==> src/rtl/sipo_y_sched_if.sv <==
// Stream, load, shift and status signals shared by the Y-operand sequencer and its neighbours.
// The master side drives the control and upstream inputs; the slave side is the sequencer.
interface sipo_y_sched_if #(
    parameter int DATA_WIDTH = 16,
    parameter int ITER_NUM   = 4
);
    localparam int RW = $clog2(ITER_NUM);

    logic                    start;
    logic                    abort;
    logic                    in_valid;
    logic                    in_ready;
    logic [2*DATA_WIDTH-1:0] in_data;
    logic                    ld_v;
    logic [2*DATA_WIDTH-1:0] ld_data;
    logic                    pe_ready;
    logic                    shift_v;
    logic [RW-1:0]           round;
    logic                    busy;
    logic                    done;

    modport master (
        output start, abort, in_valid, in_data, pe_ready,
        input  in_ready, ld_v, ld_data, shift_v, round, busy, done
    );

    modport slave (
        input  start, abort, in_valid, in_data, pe_ready,
        output in_ready, ld_v, ld_data, shift_v, round, busy, done
    );
endinterface

==> src/rtl/sipo_y_sched.sv <==
// Sequencer for the Y-operand SIPO ring buffer: loads PE_NUM*REG_NUM words, then
// issues ITER_NUM bursts of REG_NUM ring shifts, each gated by PE-array readiness.
module sipo_y_sched #(
    parameter int DATA_WIDTH = 16,
    parameter int PE_NUM     = 8,
    parameter int REG_NUM    = 32,
    parameter int ITER_NUM   = 4
) (
    input  logic          clk,
    input  logic          rst,
    sipo_y_sched_if.slave bus
);
    localparam int LCW = $clog2(PE_NUM * REG_NUM);
    localparam int SCW = $clog2(REG_NUM);
    localparam int RW  = $clog2(ITER_NUM);

    localparam logic [LCW-1:0] LOAD_LAST  = LCW'(PE_NUM * REG_NUM - 1);
    localparam logic [SCW-1:0] SHIFT_LAST = SCW'(REG_NUM - 1);
    localparam logic [RW-1:0]  ROUND_LAST = RW'(ITER_NUM - 1);

    typedef enum logic [2:0] {
        S_IDLE,
        S_LOAD,
        S_WAIT,
        S_SHIFT,
        S_DONE
    } state_t;

    state_t                  r_state;
    logic [LCW-1:0]          r_loadCnt;
    logic [SCW-1:0]          r_shiftCnt;
    logic [RW-1:0]           r_round;
    logic                    r_ldV;
    logic [2*DATA_WIDTH-1:0] r_ldData;
    logic                    w_xfer;

    // Status strobes are pure decodes of the state register so they never glitch or gap.
    assign bus.in_ready = (r_state == S_LOAD);
    assign bus.shift_v  = (r_state == S_SHIFT);
    assign bus.busy     = (r_state != S_IDLE);
    assign bus.done     = (r_state == S_DONE);
    assign bus.ld_v     = r_ldV;
    assign bus.ld_data  = r_ldData;
    assign bus.round    = r_round;

    assign w_xfer = bus.in_valid && (r_state == S_LOAD);

    // Abort takes priority over everything, so a word accepted in the abort cycle never reaches the SIPO.
    always_ff @(posedge clk) begin
        if (rst) begin
            r_state    <= S_IDLE;
            r_loadCnt  <= '0;
            r_shiftCnt <= '0;
            r_round    <= '0;
            r_ldV      <= 1'b0;
            r_ldData   <= '0;
        end else begin
            r_ldV <= 1'b0;
            if (bus.abort) begin
                r_state <= S_IDLE;
            end else begin
                case (r_state)
                    S_IDLE: begin
                        if (bus.start) begin
                            r_state    <= S_LOAD;
                            r_loadCnt  <= '0;
                            r_shiftCnt <= '0;
                            r_round    <= '0;
                        end
                    end
                    S_LOAD: begin
                        if (w_xfer) begin
                            r_ldV    <= 1'b1;
                            r_ldData <= bus.in_data;
                            if (r_loadCnt == LOAD_LAST) begin
                                r_loadCnt <= '0;
                                r_state   <= S_WAIT;
                            end else begin
                                r_loadCnt <= r_loadCnt + LCW'(1);
                            end
                        end
                    end
                    S_WAIT: begin
                        if (bus.pe_ready) begin
                            r_state <= S_SHIFT;
                        end
                    end
                    S_SHIFT: begin
                        if (r_shiftCnt == SHIFT_LAST) begin
                            r_shiftCnt <= '0;
                            if (r_round == ROUND_LAST) begin
                                r_state <= S_DONE;
                            end else begin
                                r_round <= r_round + RW'(1);
                                r_state <= S_WAIT;
                            end
                        end else begin
                            r_shiftCnt <= r_shiftCnt + SCW'(1);
                        end
                    end
                    S_DONE: begin
                        r_state <= S_IDLE;
                    end
                    default: begin
                        r_state <= S_IDLE;
                    end
                endcase
            end
        end
    end
endmodule

==> src/flat_wrapper.sv <==
// flat-port wrapper written by rule: the top's interface ports become plain ports
module sipo_y_sched_flat 
#(
    parameter int DATA_WIDTH = 16,
    parameter int PE_NUM     = 8,
    parameter int REG_NUM    = 32,
    parameter int ITER_NUM   = 4
)
  (clk, rst, bus_start, bus_abort, bus_in_valid, bus_in_data, bus_pe_ready, bus_in_ready, bus_ld_v, bus_ld_data, bus_shift_v, bus_round, bus_busy, bus_done);
  sipo_y_sched_if #(.DATA_WIDTH(DATA_WIDTH), .ITER_NUM(ITER_NUM)) bus_i ();
  input  logic clk;
  input  logic rst;
  input wire logic [$bits(bus_i.start)-1:0] bus_start;
  input wire logic [$bits(bus_i.abort)-1:0] bus_abort;
  input wire logic [$bits(bus_i.in_valid)-1:0] bus_in_valid;
  input wire logic [$bits(bus_i.in_data)-1:0] bus_in_data;
  input wire logic [$bits(bus_i.pe_ready)-1:0] bus_pe_ready;
  output wire logic [$bits(bus_i.in_ready)-1:0] bus_in_ready;
  output wire logic [$bits(bus_i.ld_v)-1:0] bus_ld_v;
  output wire logic [$bits(bus_i.ld_data)-1:0] bus_ld_data;
  output wire logic [$bits(bus_i.shift_v)-1:0] bus_shift_v;
  output wire logic [$bits(bus_i.round)-1:0] bus_round;
  output wire logic [$bits(bus_i.busy)-1:0] bus_busy;
  output wire logic [$bits(bus_i.done)-1:0] bus_done;
  assign bus_i.start = bus_start;
  assign bus_i.abort = bus_abort;
  assign bus_i.in_valid = bus_in_valid;
  assign bus_i.in_data = bus_in_data;
  assign bus_i.pe_ready = bus_pe_ready;
  assign bus_in_ready = bus_i.in_ready;
  assign bus_ld_v = bus_i.ld_v;
  assign bus_ld_data = bus_i.ld_data;
  assign bus_shift_v = bus_i.shift_v;
  assign bus_round = bus_i.round;
  assign bus_busy = bus_i.busy;
  assign bus_done = bus_i.done;
  sipo_y_sched #(.DATA_WIDTH(DATA_WIDTH), .PE_NUM(PE_NUM), .REG_NUM(REG_NUM), .ITER_NUM(ITER_NUM)) u_core (.clk(clk), .rst(rst), .bus(bus_i));
endmodule
==> config.mk <==
export PLATFORM = sky130hd
export DESIGN_NAME = sipo_y_sched_flat
export DESIGN_NICKNAME = d
export VERILOG_FILES = /design/src/rtl/sipo_y_sched_if.sv /design/src/rtl/sipo_y_sched.sv /design/src/flat_wrapper.sv
export SDC_FILE = /design/constraint.sdc
export NUM_CORES = 1
export LEC_CHECK = 0
export CORE_ASPECT_RATIO = 1.1
export CORE_MARGIN = 10
export CORE_UTILIZATION = 39
export CTS_CLUSTER_SIZE = 24
export DETAILED_ROUTE_END_ITERATION = 10
export PLACE_DENSITY = 0.75
export SYNTH_ARGS = -nofsm -noshare
export SYNTH_HDL_FRONTEND = slang
export SYNTH_SLANG_ARGS = --single-unit
export TNS_END_PERCENT = 5
==> constraint.sdc <==
create_clock -name clk -period 1.6 [get_ports clk]
set_input_delay 0.24 -clock clk [delete_from_list [all_inputs] [get_ports clk]]
set_output_delay 0.24 -clock clk [all_outputs]
set_load 0.02 [all_outputs]
==> summary.md <==
| Metric | Value |
|---|---|
| Startpoint types | `flip-flop` |
| Layout Cell Area excl Fill | `between 3000 and 4000 um^2` |
| Setup CP Type | `reg2reg` |
| # rows | `27` |
| TritonRoute pass-1 iters | `4` |
| Gr ovfl total | `0` |
| CTS tree | `yes` |
| Hold buffer count at cts | `0` |
| Pin count of the biggest net entering global routing | `34` |
| Register bit total from synthesis | `approximately 50` |
| Power share of the combinational group | `12.0%` |
| Share of layout cells above drive strength 1 | `22.1%` |
| Async SR Flop Fraction | `0%` |
| Crit end category | `flip-flop` |
| Post-layout nets | `between 400 and 500` |
| Internal power | `about 1.8 mW` |
| Ports | `just under 80` |
| Syn Inst Count | `roughly 260` |
| Fill cell count | `~430` |
| Register area | `around 1000 um^2` |
| Met1 global-route usage | `~14%` |
| Synth top cells by count | `69 x nand2_1, 51 x dfxtp_1, 40 x a21oi_1, 14 x nor2_1, 13 x clkbuf_1` |
| Final WL | `about 6200 um` |
| Worst endpoint data arrival time | `approximately 1.9 ns` |
| Syn_area_per_cell | `between 8 and 9 um^2` |
| CTS root buffer | `clkbuf_8` |
| Initial Utilization | `between 40% and 50%` |
| DP Area | `3090 um^2` |
| Multi-input gate area | `roughly 1100 um^2` |
| Power density over cell area | `~700 nW/um^2` |
| Post-synthesis sequential area ratio | `roughly half` |
| Drt wl/cell | `around 15 um` |
| Worst EP required | `1.83 ns` |
| Final Critical Period | `1.66 ns` |
| Synth-to-Final Area Change | `63.8%` |
| Switch share | `between 20 and 25%` |
| Worst reg2reg endpoint | `u_core.bus.ld_data[3]$_SDFFE_PP0P_` |
| Register-to-Register Path Depth | `7` |
| Clock share of power | `33.5%` |
| Post-DP HPWL | `between 4000 and 5000 um` |
| Via/cell ratio | `~5.0` |
| CTS sink cnt | `51` |
| Non-Filler Instances | `420` |
| Final worst path period share | `104%` |
| Critical hold path startpoint | `u_core.bus.ld_data[11]$_SDFFE_PP0P_` |
| CP top delay family | `simple AND/OR/NAND/NOR gates` |
| Most used routing layer | `met2` |
| First-pass GRT wire length | `slightly above 9000 um` |
| Initial antenna violation count | `0` |
| Hold Path Class | `reg2reg` |
| Num CTS Buffers | `5` |
| Slowest CP cell | `or3b_4` |
| Worst-margin pin slew | `~0.42 ns` |
| Crit. Startpoint | `u_core.r_state[1]$_SDFFE_PP0P_` |
| Ys flop type | `dfxtp_1` |
| Final Hold Fails | `0` |
| Slew margin rel. | `71.9%` |
| Slowest stage delay, CP | `0.39 ns` |
| Total number of vias | `about 2.1k` |
| Placeable core region | `5070 um^2` |
| Remaining antenna violation count after routing | `0` |
| Number of antenna diodes | `0` |
| Net Switching | `529 uW` |
| GRT Resource Usage Total | `a little over an eighth` |
| Buf/Inv on CP | `3` |
| Number of global-route vias before repair | `between 2k and 2.5k` |
| Worst Path Max Fanout | `6` |
| Worst-Skew Late Latency | `about 0.29 ns` |
| Met3 Track Usage GR | `between 5 and 6%` |
| Drt drc | `0` |
| Post-Route Skew | `roughly 0.0064 ns` |
| Die height | `between 90 and 100 um` |
| Flop pwr share | `around 55%` |
| H-tree lvl count | `2` |
| Setup WS pre-CTS | `-0.380 ns` |
| Share of the synthesized area in the top cell type | `about half` |
| CTS max path bufs | `2` |
| Final Setup Violations | `39` |
| EDFF count, synth | `0` |
| Pleak | `around 1.2 nW` |
| Outcome | `complete, but fails checks` |
| Netlist cell types | `36` |
| Post-synthesis cell area | `2070 um^2` |
| Ys Warns | `0` |
| Maximum clock rate | `around 0.6 GHz` |
| Failing checks | `setup timing` |
| Unrepaired setup endpoints after global routing | `true` |
| Hold Slack | `0.455 ns` |
| Worst r2r src | `u_core.r_state[1]$_SDFFE_PP0P_` |
| Post-synth net total | `around 300` |
| DR iter-0 viols | `70` |
| Full die area | `around 8600 um^2` |
| Port Buf Inserts | `76` |
| Worst VDD drop | `~0.47 mV` |
| Met2 GRT Util | `between 20% and 30%` |
| Hold path depth | `2` |
| Clk pin slew, worst setup/hold paths | `around 0.090 ns` |
| Max cap viols | `0` |
| Crit-path cells | `or3b_4 -> buf_6 -> nor3_4 -> buf_12 -> clkbuf_16 -> nand2_1 -> a21oi_2` |
| Hold Path End | `u_core.bus.ld_data[11]$_SDFFE_PP0P_` |
| Synth top area cells | `dfxtp_1 49%, nand2_1 13%, a21oi_1 9.7%` |
| Die X | `between 80 and 90 um` |
| Slew Viols, Final | `0` |
| Gp weighted congestion | `0.844` |
| R2r setup slk | `-0.06 ns` |
| Placed cells | `roughly 400` |
| Count leader, synth | `nand2_1` |
| Post-layout worst setup margin | `-0.0628 ns` |
| Synth area leader | `dfxtp_1` |
## repair_timing
action / 4_1_cts / 5_1_grt
pin swaps: 1 / 7
resized for setup: 21 / 29
setup buffers: 0 / 3
endpoints found under the setup margin: 45 / 46
gates cloned: 0 / 3
## registers in the layout (all words and copies together) (netlist names)
signal              cells
u_core.bus.ld_data     32
u_core.r_loadCnt        8
u_core.r_shiftCnt       5
u_core.r_state          3
u_core.bus.round        2
u_core.bus.ld_v         1
## cells in the final DEF (no fill, tap or decap), drive strengths merged
cell	n
o32ai	1
and3	1
nand2	69
xnor2	4
nor2b	1
nand3	7
nor2	14
clkbuf	12
nand4	2
a31oi	1
nor3	6
or2	1
and4b	1
dfxtp	51
nor3b	3
mux2	1
nor4	2
o22ai	1
a41oi	1
clkdlybuf4s50	72
mux2i	2
a311oi	1
and2	1
or3b	2
ha	4
inv	5
nand2b	1
nand3b	3
a21o	2
a22oi	3
o21ai	7
a211o	1
a21oi	40
or3	4
buf	35
## metal layers
layer | wire length, um | share of wire, %
met5 | 0 | 0
met4 | 58 | 0.94
met3 | 527 | 8.5
met2 | 3120 | 51
met1 | 2460 | 40
## cells by family after synthesis
group	after synthesis	share of synthesized area, %
simple gates	118	26.0
compound gates	58	15.5
flops	51	49.4
buf+inv	19	3.51
xor+xnor	4	1.69
fa+ha+maj	4	2.42
mux	3	1.51
## worst reg2reg max path: stages, from the launching register on
cell       delay, ns
dfxtp_4         0.37
or3b_4          0.39
buf_6           0.14
nor3_4          0.22
buf_12          0.16
clkbuf_16       0.15
nand2_1         0.07
a21oi_2         0.11
## area by class of cell
type	instances	area share (%)
clock buffer	8	2.95
inverter	5	0.554
multi-input combinational	187	32.1
sequential	51	30.3
tap	58	2.14
timing repair buffer	111	31.9
## power by group through the flow
stage | combinational [mW] | clock [mW] | sequential, mW
after global placement | 0.257 | 0 | 1.32
after CTS | 0.264 | 0.821 | 1.29
final | 0.285 | 0.795 | 1.29
after global routing | 0.306 | 0.858 | 1.29
after detailed placement | 0.259 | 0 | 1.32
after floorplan | 0.0763 | 0 | 1.34
## through the flow
step	util [%]	TNS [ns]	power, mW
4_1_cts	63.4	-0.351	2.38
3_3_place_gp	60.9	-7.68	1.58
2_1_floorplan	-	-1.71	1.41
6_report	66.9	-1.33	2.37
5_1_grt	66.9	-3.89	2.46
3_5_place_dp	60.9	-8.16	1.58
## worst max path at each step
stage | endpoint | slack, ns | depth (start not counted)
6_report | u_core.bus.ld_data[3]$_SDFFE_PP0P_ | -0.06 | 7
5_1_grt | u_core.bus.ld_data[3]$_SDFFE_PP0P_ | -0.14 | 7
4_1_cts | u_core.r_loadCnt[6]$_SDFFE_PP0P_ | -0.05 | 4
3_5_place_dp | u_core.r_shiftCnt[3]$_SDFFE_PP0P_ | -0.38 | 5
3_3_place_gp | u_core.r_shiftCnt[1]$_SDFFE_PP0P_ | -0.34 | 5
2_1_floorplan | u_core.r_loadCnt[6]$_SDFFE_PP0P_ | -0.07 | 5
Power figures use the tool's default switching activity.
